<file path="config.mk">
export PLATFORM = sky130hd
export DESIGN_NAME = ps2_key_ctrl_flat
export DESIGN_NICKNAME = d
export VERILOG_FILES = /design/src/rtl/ps2_key_if.sv /design/src/rtl/ps2_key_ctrl.sv /design/src/flat_wrapper.sv
export SDC_FILE = /design/constraint.sdc
export NUM_CORES = 1
export LEC_CHECK = 0
export ABC_AREA = 0
export CORE_MARGIN = 2
export CORE_UTILIZATION = 45
export DETAILED_ROUTE_END_ITERATION = 10
export PLACE_DENSITY = 0.71
export SETUP_SLACK_MARGIN = 0.2
export SLEW_MARGIN = 20
export SYNTH_ARGS = -nofsm -noshare
export SYNTH_HDL_FRONTEND = slang
export SYNTH_SLANG_ARGS = --single-unit
</file>
<file path="constraint.sdc">
create_clock -name clk -period 6.2 [get_ports clk]
set_input_delay 0.93 -clock clk [delete_from_list [all_inputs] [get_ports clk]]
set_output_delay 0.93 -clock clk [all_outputs]
set_load 0.01 [all_outputs]
</file>
<file path="src/rtl/ps2_key_if.sv">
// Receiver-side handshake and decoded key outputs of the PS/2 key controller.
// The master modport belongs to whoever feeds bytes and reads the key state.
interface ps2_key_if;
  logic [7:0] rx_data;
  logic       rx_ready;
  logic       rx_overflow;
  logic       rx_pop;
  logic       jump_held;
  logic       duck_held;
  logic       jump_press;
  logic       duck_press;
  logic       other_press;
  logic [1:0] key;
  logic       ovf_flag;
  logic [3:0] err_cnt;

  modport master (
    output rx_data, rx_ready, rx_overflow,
    input  rx_pop, jump_held, duck_held, jump_press, duck_press,
    input  other_press, key, ovf_flag, err_cnt
  );

  modport slave (
    input  rx_data, rx_ready, rx_overflow,
    output rx_pop, jump_held, duck_held, jump_press, duck_press,
    output other_press, key, ovf_flag, err_cnt
  );
endinterface

</file>
<file path="src/rtl/ps2_key_ctrl.sv">
// PS/2 scan-code decoder: pops bytes from a receiver FIFO, tracks E0/F0 prefixes
// and turns make/break codes of the jump and duck key groups into held/press outputs.
module ps2_key_ctrl #(
  parameter int unsigned TIMEOUT_CYCLES = 2000000
) (
  input  logic       clk,
  input  logic       rst,
  ps2_key_if.slave   bus
);

  typedef enum logic [1:0] {IDLE, EXT, BRK, EXT_BRK} state_t;

  localparam logic [23:0] TO_LAST = 24'(TIMEOUT_CYCLES - 1);

  state_t      state_q, state_d;
  logic [6:0]  keys_q, keys_d;
  logic [23:0] to_cnt_q, to_cnt_d;
  logic        rx_pop_q, rx_pop_d;
  logic        jump_held_q, jump_held_d;
  logic        duck_held_q, duck_held_d;
  logic        jump_press_q, jump_press_d;
  logic        duck_press_q, duck_press_d;
  logic        other_press_q, other_press_d;
  logic        ovf_q, ovf_d;
  logic [3:0]  err_q, err_d;

  logic        accept;
  logic        is_make;
  logic [3:0]  lk;

  function automatic logic [3:0] err_inc(input logic [3:0] c);
    return (c == 4'hF) ? c : c + 4'd1;
  endfunction

  // {hit, bit index}: bits 0..3 are the jump group, 4..6 the duck group
  function automatic logic [3:0] key_lookup(input logic [7:0] b);
    case (b)
      8'h1D:   return {1'b1, 3'd0};
      8'h29:   return {1'b1, 3'd1};
      8'h43:   return {1'b1, 3'd2};
      8'h75:   return {1'b1, 3'd3};
      8'h1B:   return {1'b1, 3'd4};
      8'h42:   return {1'b1, 3'd5};
      8'h72:   return {1'b1, 3'd6};
      default: return 4'b0000;
    endcase
  endfunction

  function automatic logic is_silent(input logic [7:0] b);
    return (b == 8'hFA) || (b == 8'hAA) || (b == 8'hEE) || (b == 8'hFE);
  endfunction

  assign accept  = bus.rx_ready && !rx_pop_q;
  assign is_make = (state_q == IDLE) || (state_q == EXT);
  assign lk      = key_lookup(bus.rx_data);

  always_comb begin
    state_d       = state_q;
    keys_d        = keys_q;
    to_cnt_d      = to_cnt_q;
    ovf_d         = ovf_q;
    err_d         = err_q;
    other_press_d = 1'b0;
    rx_pop_d      = accept;

    if (bus.rx_overflow) begin
      // Overflow wins over everything; a byte accepted now is popped but dropped
      ovf_d    = 1'b1;
      keys_d   = '0;
      state_d  = IDLE;
      to_cnt_d = '0;
    end else if (accept) begin
      to_cnt_d = '0;
      state_d  = IDLE;
      if (bus.rx_data == 8'hE0) begin
        if (state_q == IDLE)
          state_d = EXT;
        else if (state_q == EXT || state_q == EXT_BRK)
          err_d = err_inc(err_q);
      end else if (bus.rx_data == 8'hF0) begin
        if (state_q == IDLE)
          state_d = BRK;
        else if (state_q == EXT)
          state_d = EXT_BRK;
        else
          err_d = err_inc(err_q);
      end else if (is_silent(bus.rx_data)) begin
        state_d = IDLE;
      end else if (bus.rx_data == 8'h00 || bus.rx_data == 8'hFF) begin
        err_d  = err_inc(err_q);
        keys_d = '0;
      end else if (lk[3]) begin
        keys_d[lk[2:0]] = is_make;
      end else if (is_make) begin
        other_press_d = 1'b1;
      end
    end else if (state_q != IDLE) begin
      // Stalled prefix: abandon it once the idle budget is used up
      if (to_cnt_q == TO_LAST) begin
        state_d  = IDLE;
        err_d    = err_inc(err_q);
        to_cnt_d = '0;
      end else begin
        to_cnt_d = to_cnt_q + 24'd1;
      end
    end else begin
      to_cnt_d = '0;
    end

    jump_held_d  = |keys_d[3:0];
    duck_held_d  = |keys_d[6:4];
    jump_press_d = !bus.rx_overflow && jump_held_d && !jump_held_q;
    duck_press_d = !bus.rx_overflow && duck_held_d && !duck_held_q;
  end

  always_ff @(posedge clk or posedge rst) begin
    if (rst) begin
      state_q       <= IDLE;
      keys_q        <= '0;
      to_cnt_q      <= '0;
      rx_pop_q      <= 1'b0;
      jump_held_q   <= 1'b0;
      duck_held_q   <= 1'b0;
      jump_press_q  <= 1'b0;
      duck_press_q  <= 1'b0;
      other_press_q <= 1'b0;
      ovf_q         <= 1'b0;
      err_q         <= '0;
    end else begin
      state_q       <= state_d;
      keys_q        <= keys_d;
      to_cnt_q      <= to_cnt_d;
      rx_pop_q      <= rx_pop_d;
      jump_held_q   <= jump_held_d;
      duck_held_q   <= duck_held_d;
      jump_press_q  <= jump_press_d;
      duck_press_q  <= duck_press_d;
      other_press_q <= other_press_d;
      ovf_q         <= ovf_d;
      err_q         <= err_d;
    end
  end

  assign bus.rx_pop      = rx_pop_q;
  assign bus.jump_held   = jump_held_q;
  assign bus.duck_held   = duck_held_q;
  assign bus.jump_press  = jump_press_q;
  assign bus.duck_press  = duck_press_q;
  assign bus.other_press = other_press_q;
  assign bus.key         = {duck_held_q, jump_held_q};
  assign bus.ovf_flag    = ovf_q;
  assign bus.err_cnt     = err_q;

endmodule

</file>
<file path="src/flat_wrapper.sv">
// flat-port wrapper written by rule: the top's interface ports become plain ports
module ps2_key_ctrl_flat 
#(
  parameter int unsigned TIMEOUT_CYCLES = 2000000
)
  (clk, rst, bus_rx_data, bus_rx_ready, bus_rx_overflow, bus_rx_pop, bus_jump_held, bus_duck_held, bus_jump_press, bus_duck_press, bus_other_press, bus_key, bus_ovf_flag, bus_err_cnt);
  ps2_key_if bus_i ();
  input  logic clk;
  input  logic rst;
  input wire logic [$bits(bus_i.rx_data)-1:0] bus_rx_data;
  input wire logic [$bits(bus_i.rx_ready)-1:0] bus_rx_ready;
  input wire logic [$bits(bus_i.rx_overflow)-1:0] bus_rx_overflow;
  output wire logic [$bits(bus_i.rx_pop)-1:0] bus_rx_pop;
  output wire logic [$bits(bus_i.jump_held)-1:0] bus_jump_held;
  output wire logic [$bits(bus_i.duck_held)-1:0] bus_duck_held;
  output wire logic [$bits(bus_i.jump_press)-1:0] bus_jump_press;
  output wire logic [$bits(bus_i.duck_press)-1:0] bus_duck_press;
  output wire logic [$bits(bus_i.other_press)-1:0] bus_other_press;
  output wire logic [$bits(bus_i.key)-1:0] bus_key;
  output wire logic [$bits(bus_i.ovf_flag)-1:0] bus_ovf_flag;
  output wire logic [$bits(bus_i.err_cnt)-1:0] bus_err_cnt;
  assign bus_i.rx_data = bus_rx_data;
  assign bus_i.rx_ready = bus_rx_ready;
  assign bus_i.rx_overflow = bus_rx_overflow;
  assign bus_rx_pop = bus_i.rx_pop;
  assign bus_jump_held = bus_i.jump_held;
  assign bus_duck_held = bus_i.duck_held;
  assign bus_jump_press = bus_i.jump_press;
  assign bus_duck_press = bus_i.duck_press;
  assign bus_other_press = bus_i.other_press;
  assign bus_key = bus_i.key;
  assign bus_ovf_flag = bus_i.ovf_flag;
  assign bus_err_cnt = bus_i.err_cnt;
  ps2_key_ctrl #(.TIMEOUT_CYCLES(TIMEOUT_CYCLES)) u_core (.clk(clk), .rst(rst), .bus(bus_i));
endmodule
</file>
==> reports/summary.txt, run 1 <==
Synth Register Bits -> 44
hold_buf cts -> 0
Synth area leaders -> dfrtp_1 42%, nor2_1 4.9%, xor2_1 4.7%
Final period util -> 0.532
Post-DP Area -> 2850 sq um
core area -> 5570 sq um
Max Clock Skew -> 0.00300 ns
Worst Tran Pin Value -> 0.745 ns
# DRC -> 0
# setup viols final -> 0
Final nets -> 310
mean post-synth cell area -> 9.27 sq um
Unique masters post-synth -> 58
Min Hold Slack -> 0.486 ns
worst-path fanout max -> 19
critical path type -> in2reg
TNS Setup -> 0 ns
P_leak -> 1.14 nW
area grow syn2layout -> 12.2%
CP Capture Type -> flop
Root Driver -> clkbuf_8
GP Congestion -> 0.922
Max Slew Vio Count -> 0
Peak VDD IR -> 0.000142 V
max_slew headroom -> 0.502
CTS tree -> done
GRT overflow -> 0
Die Span X -> 80.3 um
1st-iter DRT viols -> 171
Die Span Y -> 80.3 um
post-route cell area -> 2940 sq um
largest net degree at the start of global routing -> 45
WL per Instance -> 15.2 um
max cap viols -> 0
CTS sink cnt -> 44
Syn Inst Count -> 283
biggest area consumer among synthesized cells -> dfrtp_1
first-pass GRT wire length -> 9700 um
Main synth FF type -> dfrtp_1
Worst EP arrival -> 3.45 ns
worst skew pair latency -> 0.28 ns
Vias -> 2,165
clock-pin slew of the registers on the worst-case setup and hold paths -> 0.07 ns
final number of hold-violating endpoints -> 0
leading cell types in the layout, fill and taps excluded -> 44 x dfrtp_1, 34 x nor2_1, 24 x clkdlybuf4s50_1
ratio of cells with drive above 1 in the final layout -> 0.0842
Critical Path Start Type -> primary input
H-tree depth -> 2
outcome -> complete, no violations
Cell Area, Synth -> 2620 sq um
antenna viol nets, final -> 0
syn nets -> 297
TritonCTS Buffers -> 5
Post-synth EDFFs -> 0
Top Ports -> 25
vias in the first global route -> 2,066
Clock Tree Buf Depth -> 2
gr usage total -> 0.188
f_max -> 303 MHz
power density over the cells -> 177 nW/um^2
post-CTS resize count -> 0
Worst Hold Class -> reg2reg
Critical Path RT -> 6.35 ns
crit path time final -> 3.30 ns
register area share after synthesis -> 0.420
vias per std cell -> 5.87
initial antenna violation count -> 0
Yosys top cell area share -> 0.420
YS warnings -> 0
number of diodes -> 0
Port Buffers -> 24
hpwl dp -> 3850 um
unrepaired setup endpoints after global routing -> false
number of post-CTS setup repair buffers -> 0
Pre-Repair DR Iteration Count -> 4
full die area -> 6450 sq um
Total Wirelength -> 5600 um
commonest non-fill, non-tap cell in the layout -> dfrtp_1
FP Rows -> 27
FFs w/ async S/R, synth -> 1.00
Initial Util -> 0.470
==> critical path, stage by stage <==
cell and delay, ns:
clkdlybuf4s50_1 0.75, or2_1 0.43, o41ai_1 0.52, nor3_1 0.14, a221oi_1 0.35, nand4_1 0.16, nor3b_1 0.17
==> synth_stat cells, types with 4 or more instances <==
cell type	number
dfrtp_1	44
nor2_1	34
nand3_1	17
nand2_1	14
xor2_1	14
a21oi_1	11
inv_1	11
nand4_1	11
o21ai_0	9
xnor2_1	9
buf_2	8
clkbuf_1	6
nor3_1	6
nor4_1	6
or3_1	5
or4_1	5
a31oi_1	4
and3_1	4
and4_1	4
==> logic make-up after synthesis <==
family / share of synthesized area
fa+ha+maj: 0.00954
compound gates: 0.125
xor+xnor: 0.0768
buf+inv: 0.0568
simple gates: 0.302
flops: 0.420
mux: 0.00954
==> report_power, final <==
part           leakage (nW)  internal [W]  switching [W]  total [W]
clock                0.0455     0.0000909      0.0000890   0.000180
combinational         0.489     0.0000184      0.0000310  0.0000494
sequential            0.607      0.000289     0.00000194   0.000291
==> routing by layer <==
layer | GRT usage | wire length [um]
met3 | 0.0382 | 268
met2 | 0.288 | 2610
met1 | 0.273 | 2640
met5 | 0 | 0
met4 | 0.0441 | 80
==> state kept, by name, indices dropped and copies added, names as in the netlist <==
name and cells:
u_core.bus.ovf_flag 1, u_core.bus.jump_held 1, u_core.bus.duck_held 1, u_core.keys_q 7, u_core.bus.duck_press 1, u_core.bus.rx_pop 1
u_core.bus.jump_press 1, u_core.state_q 2, u_core.bus.other_press 1, u_core.bus.err_cnt 4, u_core.to_cnt_q 24
==> worst paths after layout <==
path | start | to | slack [ns] | depth (start not counted)
setup / recovery | bus_rx_data[4] | u_core.bus.jump_press | 2.90 | 7
hold / removal | u_core.bus.jump_held | u_core.bus.jump_press | 0.49 | 1
setup reg to reg | u_core.to_cnt_q[13] | u_core.to_cnt_q[13] | 3.81 | 5
hold reg to reg | u_core.bus.jump_held | u_core.bus.jump_press | 0.49 | 1
max in group asynchronous | rst | u_core.bus.rx_pop | 4.74 | 3
min in group asynchronous | rst | u_core.to_cnt_q[23] | 1.08 | 3
==> layout make-up <==
cell class / count / area [sq um]
Clock buffer: 8 / 90.1
Timing Repair Buffer: 25 / 248
Sequential cell: 44 / 1100
Tap cell: 72 / 90.1
Fill cell: 518 / 2630
Inverter: 11 / 41.3
Multi-Input combinational cell: 209 / 1370
==> stage by stage <==
stage	util	power [W]	cells	setup slack, ns
final	0.528	0.000520	369	2.90
after detailed placement	0.512	0.000346	361	2.61
after floorplan	-	0.000328	283	3.57
after global placement	0.512	0.000345	361	2.72
after global routing	0.528	0.000547	369	2.71
after CTS	0.528	0.000526	369	2.93
Note: power is estimated with default switching activity, not from simulation.
==> inputs of run 2 (changes only) <==
- clock period: 6.2 -> 3.2 ns (I/O delays scaled with it)
==> run 2 against run 1 <==
Flip-flop and latch count unchanged. Largest power group unchanged. Core utilization up 0.74 points. Clock skew up 0.0058 ns. Power up 96%. Sequential power up 93%. Non-clock buffer count up 5. Via count down 0.37%. Worst hold slack worse by 0.026 ns.
==> reports/summary.txt, run 2 (same netlist as run 1, synthesis figures left out) <==
full die area -> 6450 sq um (unchanged)
crit-path cells -> clkdlybuf4s50_1 > or4_1 > o22ai_2 > nor3b_1 > a211oi_1 > nand4_1 > and2_1
GRT overflow -> 0 (unchanged)
Total Wirelength -> 5420 um (-3.3%)
vias per std cell -> 5.77 (-1.7%)
H-tree depth -> 2 (unchanged)
Root Driver -> clkbuf_8
Largest stage delay, worst path -> 0.67 ns (-0.08 ns)
Critical Path RT -> 3.39 ns (-2.96 ns)
max cap viols -> 0 (unchanged)
CP Capture Type -> flop
Worst Tran Pin Value -> 0.905 ns (+0.161 ns)
initial antenna violation count -> 0 (unchanged)
hold_buf cts -> 0 (unchanged)
max_slew headroom -> 0.393 (-0.110)
Final nets -> 315 (+1.6%)
Worst EP arrival -> 2.89 ns (-0.56 ns)
TritonCTS Buffers -> 5 (unchanged)
gr usage total -> 0.182 (-0.00633)
reg-to-reg startpoint -> u_core.to_cnt_q[14]
largest net degree at the start of global routing -> 28 (-38%)
FP Rows -> 27 (unchanged)
# setup viols final -> 0 (unchanged)
GP Congestion -> 0.892 (-3.3%)
CTS tree -> done
Max Clock Skew -> 0.00876 ns (+0.00575 ns)
Worst R2R End -> u_core.to_cnt_q[20]
Critical Path Start Type -> primary input
Port Buffers -> 24 (unchanged)
final number of hold-violating endpoints -> 0 (unchanged)
Peak VDD IR -> 0.000248 V (+74%)
final std cells w/o fill -> 374 (+1.4%)
number of diodes -> 0 (unchanged)
first-pass GRT wire length -> 9250 um (-4.6%)
Clock Tree Buf Depth -> 2 (unchanged)
hpwl dp -> 3940 um (+2.3%)
Max Slew Vio Count -> 0 (unchanged)
CP delay by family, top -> simple AND/OR/NAND/NOR gates
Hold EP -> u_core.bus.duck_press
commonest non-fill, non-tap cell in the layout -> dfrtp_1
CTS sink cnt -> 44 (unchanged)
vias in the first global route -> 1,983 (-4.0%)
Initial Util -> 0.470 (unchanged)
max FFs per register -> 24 (unchanged)
area grow syn2layout -> 13.8%
slowest CP cell -> clkdlybuf4s50_1
hold depth -> 1 (unchanged)
startpoint of the worst hold path -> u_core.bus.duck_held
Top Ports -> 25 (unchanged)
ratio of cells with drive above 1 in the final layout -> 0.103 (+0.0185)
critical path type -> in2reg
# DRC -> 0 (unchanged)
WL per Instance -> 14.5 um (-4.6%)
post-CTS resize count -> 0 (unchanged)
Die Span Y -> 80.3 um (unchanged)
leading cell types in the layout, fill and taps excluded -> 44 x dfrtp_1, 34 x nor2_1, 24 x clkdlybuf4s50_1
antenna viol nets, final -> 0 (unchanged)
crit path time final -> 2.70 ns
worst-path fanout max -> 15 (-4)
unrepaired setup endpoints after global routing -> false
Largest Register -> u_core.to_cnt_q
core area -> 5570 sq um (unchanged)
power density over the cells -> 342 nW/um^2 (+94%)
outcome -> complete, no violations
Vias -> 2,157 (-0.37%)
Pre-Repair DR Iteration Count -> 4 (unchanged)
Die Span X -> 80.3 um (unchanged)
TNS Setup -> 0 ns (unchanged)
Final period util -> 0.844
P_leak -> 1.17 nW (+2.1%)
post-placement cell count -> 366 (+1.4%)
Power Total -> 0.00102 W (+96%)
1st-iter DRT viols -> 130 (-24%)
Worst Hold Class -> reg2reg
worst skew pair latency -> 0.30 ns (+0.02 ns)
FF-to-FF setup slack -> 0.81 ns (-3.00 ns)
f_max -> 370 MHz
reg2reg path depth -> 5 (unchanged)
clock-pin slew of the registers on the worst-case setup and hold paths -> 0.07 ns (about the same)
Buf+Inv Stages, Crit Path -> 1 (unchanged)
number of post-CTS setup repair buffers -> 0 (unchanged)
## run 2: area by class of cell
type | count | area [sq um]
Clock buffer | 7 | 86.3
Clock inverter | 1 | 7.51
Fill cell | 506 | 2590
Inverter | 11 | 41.3
Multi-Input combinational cell | 209 | 1370
Sequential cell | 44 | 1100
Tap cell | 72 | 90.1
Timing Repair Buffer | 30 | 285
## run 2: metrics by stage
step | instance area (sq um) | worst slack (ns) | hold WS, ns | utilization
CTS | 2980 | 0.540 | 0.468 | 0.535
floorplan | 2620 | 1.02 | 0.468 | -
global placement | 2890 | 0.241 | 0.454 | 0.519
finish | 2980 | 0.500 | 0.460 | 0.535
detailed placement | 2890 | 0.230 | 0.452 | 0.519
global route | 2980 | 0.290 | 0.484 | 0.535
## run 2: worst reg2reg max path, stage by stage, from the launching register on
cell and delay (ns):
dfrtp_1 0.42, or4b_1 0.55, nor4b_2 0.22, nand4_1 0.25, nand2_1 0.67, a21oi_1 0.12
## run 2: how the worst max path moves through the flow
| stage | startpoint | to | slack (ns) | depth (start not counted) |
|---|---|---|---|---|
| final | bus_rx_data[5] | u_core.bus.jump_held | 0.50 | 7 |
| after floorplan | bus_rx_data[0] | u_core.bus.err_cnt[1] | 1.02 | 6 |
| after detailed placement | bus_rx_data[5] | u_core.bus.jump_held | 0.23 | 7 |
| after global routing | bus_rx_data[4] | u_core.bus.duck_held | 0.29 | 7 |
| after CTS | bus_rx_data[5] | u_core.bus.jump_held | 0.54 | 7 |
| after global placement | bus_rx_data[4] | u_core.bus.jump_held | 0.24 | 7 |
## run 2: routing by layer
metal / vias up / global-route usage / wire length (um)
li1: 1053 / - / -
met1: 1046 / 0.262 / 2620
met2: 49 / 0.278 / 2460
met5: - / 0 / 0
met3: 9 / 0.0326 / 251
met4: 0 / 0.0542 / 79
## run 2: power breakdown
| part | internal [W] | switching (W) | leakage [nW] |
|---|---|---|---|
| clock network | 0.000175 | 0.000184 | 0.0445 |
| logic | 0.0000392 | 0.0000592 | 0.514 |
| registers | 0.000560 | 0.00000370 | 0.607 |
| total | 0.000774 | 0.000247 | 1.17 |
